$ cat src/rtl/spi_shift_engine.sv
// rtl/spi_shift_engine.sv - SPI master byte shift engine driven by divider edge pulses
module spi_shift_engine #(
   parameter int CS_SETUP  = 2,
   parameter int CS_HOLD   = 2,
   parameter bit MSB_FIRST = 1'b1
) (
   input  logic       i_clk,
   input  logic       i_rst,
   input  logic [7:0] i_tx_data,
   input  logic       i_tx_valid,
   output logic       o_tx_ready,
   input  logic       i_cpol,
   input  logic       i_cpha,
   input  logic       i_hold_cs,
   output logic [7:0] o_rx_data,
   output logic       o_rx_valid,
   input  logic       i_div_ready,
   input  logic       i_div_clk,
   input  logic       i_div_rise,
   input  logic       i_div_fall,
   output logic       o_div_start_n,
   output logic       o_sclk,
   output logic       o_mosi,
   input  logic       i_miso,
   output logic       o_cs_n
);

   typedef enum logic [2:0] {
      ST_IDLE,
      ST_SETUP,
      ST_START,
      ST_SHIFT,
      ST_HOLD
   } state_t;

   state_t     state;
   state_t     state_nxt;
   logic [7:0] wait_cnt;
   logic [7:0] tx_sr;
   logic [7:0] rx_sr;
   logic [3:0] bit_cnt;
   logic       cpol_l;
   logic       cpha_l;
   logic       hold_l;
   logic       cs_n_q;
   logic       mosi_q;
   logic [7:0] rx_data_q;
   logic       rx_valid_q;

   logic       accept;
   logic       setup_done;
   logic       hold_done;
   logic       byte_done;
   logic       edges_on;
   logic       sample_ev;
   logic       drive_ev;
   logic [7:0] tx_ord;

   function automatic logic [7:0] rev8(input logic [7:0] d);
      logic [7:0] r;
      for (int i = 0; i < 8; i++) begin
         r[i] = d[7-i];
      end
      return r;
   endfunction

   // Shift register always emits bit 7 first; LSB-first mode pre-reverses the byte.
   assign tx_ord     = MSB_FIRST ? i_tx_data : rev8(i_tx_data);

   assign o_tx_ready = (state == ST_IDLE) && !i_rst;
   assign accept     = i_tx_valid && o_tx_ready;
   assign setup_done = (wait_cnt == 8'(CS_SETUP - 1));
   assign hold_done  = (wait_cnt == 8'(CS_HOLD - 1));
   assign byte_done  = (state == ST_SHIFT) && (bit_cnt == 4'd8) && i_div_ready;

   // Edges are honoured from START too, so a divider that pulses in its first busy cycle is not missed.
   assign edges_on   = ((state == ST_START) || (state == ST_SHIFT)) && (bit_cnt < 4'd8);
   assign sample_ev  = edges_on && (cpha_l ? i_div_fall : i_div_rise);
   assign drive_ev   = edges_on && !sample_ev && (cpha_l ? i_div_rise : i_div_fall);

   always_comb begin
      state_nxt = state;
      case (state)
         ST_IDLE:  if (accept)       state_nxt = ST_SETUP;
         ST_SETUP: if (setup_done)   state_nxt = ST_START;
         ST_START: if (!i_div_ready) state_nxt = ST_SHIFT;
         ST_SHIFT: if (byte_done)    state_nxt = ST_HOLD;
         ST_HOLD:  if (hold_done)    state_nxt = ST_IDLE;
         default:                    state_nxt = ST_IDLE;
      endcase
   end

   always_ff @(posedge i_clk) begin
      if (i_rst) begin
         state      <= ST_IDLE;
         wait_cnt   <= 8'd0;
         tx_sr      <= 8'd0;
         rx_sr      <= 8'd0;
         bit_cnt    <= 4'd0;
         cpol_l     <= 1'b0;
         cpha_l     <= 1'b0;
         hold_l     <= 1'b0;
         cs_n_q     <= 1'b1;
         mosi_q     <= 1'b0;
         rx_data_q  <= 8'd0;
         rx_valid_q <= 1'b0;
      end else begin
         state      <= state_nxt;
         rx_valid_q <= 1'b0;

         if (state_nxt != state) begin
            wait_cnt <= 8'd0;
         end else if ((state == ST_SETUP) || (state == ST_HOLD)) begin
            wait_cnt <= wait_cnt + 8'd1;
         end

         if (accept) begin
            cpol_l  <= i_cpol;
            cpha_l  <= i_cpha;
            hold_l  <= i_hold_cs;
            cs_n_q  <= 1'b0;
            bit_cnt <= 4'd0;
            if (!i_cpha) begin
               mosi_q <= tx_ord[7];
               tx_sr  <= {tx_ord[6:0], 1'b0};
            end else begin
               tx_sr  <= tx_ord;
            end
         end

         if (sample_ev) begin
            rx_sr   <= {rx_sr[6:0], i_miso};
            bit_cnt <= bit_cnt + 4'd1;
         end

         if (drive_ev) begin
            mosi_q <= tx_sr[7];
            tx_sr  <= {tx_sr[6:0], 1'b0};
         end

         if (byte_done) begin
            rx_data_q  <= MSB_FIRST ? rx_sr : rev8(rx_sr);
            rx_valid_q <= 1'b1;
         end

         if ((state == ST_HOLD) && hold_done && !hold_l) begin
            cs_n_q <= 1'b1;
         end
      end
   end

   assign o_div_start_n = (state != ST_START);
   assign o_sclk        = i_div_clk ^ cpol_l;
   assign o_mosi        = mosi_q;
   assign o_cs_n        = cs_n_q;
   assign o_rx_data     = rx_data_q;
   assign o_rx_valid    = rx_valid_q;

endmodule

$ cat config.mk
export PLATFORM = sky130hd
export DESIGN_NAME = spi_shift_engine
export DESIGN_NICKNAME = d
export VERILOG_FILES = /design/src/rtl/spi_shift_engine.sv
export SDC_FILE = /design/constraint.sdc
export NUM_CORES = 1
export LEC_CHECK = 0
export BUFFER_PORTS_ARGS = -buffer_cell sky130_fd_sc_hd__buf_2
export CAP_MARGIN = 15
export CELL_PAD_IN_SITES_DETAIL_PLACEMENT = 1
export CELL_PAD_IN_SITES_GLOBAL_PLACEMENT = 1
export CORE_AREA = 8 8 61 114
export DETAILED_ROUTE_END_ITERATION = 8
export DIE_AREA = 0 0 69 122
export PLACE_DENSITY = 0.75
export RECOVER_POWER = 25
export SETUP_SLACK_MARGIN = 0.02
export SYNTH_ARGS = -nofsm -noshare
export SYNTH_HDL_FRONTEND = slang
export SYNTH_SLANG_ARGS = --single-unit
$ cat constraint.sdc
create_clock -name i_clk -period 2.1 [get_ports i_clk]
set_clock_uncertainty 0.05 [all_clocks]
set_input_delay 0.105 -clock i_clk [delete_from_list [all_inputs] [get_ports i_clk]]
set_output_delay 0.105 -clock i_clk [all_outputs]
set_load 0.01 [all_outputs]
==> impl_metrics.tcl <==
set metrics [dict create \
    outcome "completed" \
    drive_above_1_share 0.1923 \
    wirelength_um 5034 \
    clock-root-buffer "clkbuf_8" \
    seqPwrFrac 0.510 \
    p_leak_nw 0.9209 \
    via_per_inst 5.344 \
    initial_core_util 0.3892 \
    grt_pass1_vias 1910 \
    combinationalPowerShare 0.099 \
    rsz0062_at_grt "false" \
    die-area_sq_um 8418 \
    synthArstFlopShare 0 \
    grt_start_max_net_pins 40 \
    cts_hold_buf 3 \
    tns_ps 0 \
    pre_cts_ws_ps 280.3 \
    die_x_um 69 \
    fin_cells 320 \
    tritoncts "done" \
    synth_nets 246 \
    slew_headroom 0.6380 \
    hold_viol_final 0 \
    p_switching_w 0.0004025 \
    clock_latency_ps 300 \
    antenna_cells 0 \
    ys_ff_latch 45 \
    arrival_ps 1970 \
    power_density_nw_per_um2 706.0 \
    internal-power_w 0.001335 \
    clockPowerShare 0.391 \
    core.rowCount 38 \
    end_kind "flop" \
    synth_warnings 0 \
    dr.pass1.iters 4 \
    whs_path_depth 3 \
    drv_cap 0 \
    die_y_um 122 \
    fin_crit_ps 1805 \
    final_nets 282 \
    cts_setup_buffers 0 \
    tightest_slew_ps 543.0 \
    antenna_found_initial 0 \
    postSynthAreaPerCell_sq_um 9.460 \
    maxSlewViolCount 0 \
    post-route-period-util 0.8596 \
    worstSetupStartpointType "flop" \
    grt_use_total 0.1216 \
    portBuffers 32 \
    cp_cell_sequence "inv_1 > ha_1 > and4b_1 > nor3b_1 > o311ai_4 > a211oi_1" \
    grt_pass1_wl_um 8493 \
    drt_iter0_drc 25 \
    max-vdd-ir-drop_mv 0.4402 \
    clkSinkCount 45 \
    core_area_sq_um 5420 \
    setup_slack_ps 294.8 \
    fmax_mhz 554.0 \
    area_growth_pct 16.67 \
    dp_hpwl_um 3820 \
    io_pins 33 \
    clkSlewWorstSetupHoldPaths_ps 80 \
    vias 1710 \
    ys_seq_area_frac 0.4270 \
    hp-class "input port to flop" \
    ys_types 42 \
    htree_num_levels 2 \
    wl_per_cell_um 15.73 \
    crit_fanout 8 \
    synth_edf_count 0 \
    setup_viol 0 \
    drc_errors 0 \
    post_cts_resize_count 0 \
    path_class "flop to flop" \
    dpl.cell_count 309 \
    clockBufferDepth 2 \
    reg2reg_depth 6 \
    antenna_left 0 \
    grt_overflow_total 0 \
    gp_congestion 0.7957 \
    netlist_instances 223 \
    cp.required_ps 2270 \
    synth_flop_cell "dfxtp_1" \
    crit_slowest_cell "nor3b_1" \
    cts-buffers-inserted 5 \
    syn_area_sq_um 2110 \
    cpPeakStageDelay_ps 410 \
    sw_frac_of_total 0.2316 \
]
-- synthesized netlist by cell type (all sizes together), types with 7 or more instances --
cell     n  area [sq um]
buf      7         48.79
mux2     8         90.09
nor2    29         108.9
dfxtp   45         900.9
mux2i   16         160.2
nand2   16         60.06
a21oi   16         80.08
nand3   11         55.05
xnor2    8         88.84
clkbuf   7         26.28
a22oi    7         52.55
-- power groups by stage --
stage / sequential (W) / combinational [W] / clock (W)
detailed placement: 0.000907 / 0.000172 / 0
global placement: 0.000905 / 0.000168 / 0
floorplan: 0.000904 / 0.000119 / 0
global route: 0.000889 / 0.000190 / 0.000735
CTS: 0.000887 / 0.000177 / 0.000707
finish: 0.000886 / 0.000172 / 0.000679
-- layout by cell type, fill, tap and decap left out, types with 2 or more instances in the layout --
cell and n:
a22oi_1 7, mux2i_1 16, nand3b_1 2, xor2_1 2, clkbuf_1 13, a211oi_1 2
nand2_1 16, nor3b_1 4, xnor2_1 7, nor2_1 29, dlygate4sd3_1 3, and2_1 2
clkbuf_8 6, or3_1 2, o21ai_1 3, buf_4 8, nor4_1 2, nor3_1 5
a21oi_1 16, inv_1 4, nor4b_2 3, nand4_1 3, ha_1 4, buf_2 20
nand3_1 11, mux2_2 8, dfxtp_1 45
-- sequential cells by signal (all words and copies together) (netlist names) --
name,flops
bit_cnt,4
cpha_l,1
cpol_l,1
hold_l,1
o_cs_n,1
o_mosi,1
o_rx_data,8
o_rx_valid,1
rx_sr,8
state,3
tx_sr,8
wait_cnt,8
-- layout make-up --
cell class | instances | area (sq um)
fill | 656 | 2959
multi-input combinational | 160 | 1119
sequential | 45 | 900.9
timing repair buffer | 43 | 235.2
clock buffer | 7 | 86.33
tap | 60 | 75.07
clock inverter | 1 | 30.03
inverter | 4 | 15.01
-- critical path: cells and delay by family (launching register included) --
| family | cells | cell delay [ps] |
|---|---|---|
| AOI/OAI and AO/OA | 2 | 410 |
| adders and majority gates | 1 | 190 |
| buffers and inverters | 1 | 80 |
| DFF | 1 | 370 |
| and+or+nand+nor | 2 | 620 |
-- final timing paths --
check                     startpoint                  endpoint  slack [ps]
min                     i_tx_data[0]     tx_sr[0]$_SDFFE_PP0P_          60
min reg2reg      hold_l$_SDFFE_PP0P_       hold_l$_SDFFE_PP0P_         410
max reg2reg  bit_cnt[0]$_SDFFE_PP0P_  wait_cnt[1]$_SDFFE_PP0P_         290
max          bit_cnt[0]$_SDFFE_PP0P_  wait_cnt[1]$_SDFFE_PP0P_         290
-- kinds of logic after synthesis --
logic type	count (synthesis)	share of synthesized area
AO/OA/AOI/OAI	35	0.1109
adder cells (fa/ha/maj)	4	0.02373
multiplexers	24	0.1186
AND/OR/NAND/NOR	87	0.2266
XOR/XNOR	10	0.05042
flip-flops	45	0.4270
buffers and inverters	18	0.04270
-- routing by layer --
| metal | GRT usage | wire (um) | vias to the layer above |
|---|---|---|---|
| met5 | 0 | 0 | - |
| met4 | 0.06710 | 87 | 0 |
| met3 | 0.02932 | 152 | 6 |
| met2 | 0.2400 | 2901 | 19 |
| met1 | 0.1083 | 1892 | 833 |
| li1 | - | - | 852 |
-- per-stage QoR --
step	area, sq um	hold WS [ps]	utilization	power (W)
after floorplan	2110	184.7	-	0.001022
after global placement	2330	303.1	0.4298	0.001074
after detailed placement	2330	310.0	0.4298	0.001079
after CTS	2476	45.69	0.4568	0.001771
after global routing	2461	60.89	0.4541	0.001815
final	2461	55.99	0.4541	0.001738
Note: power is estimated with default switching activity, not from simulation.
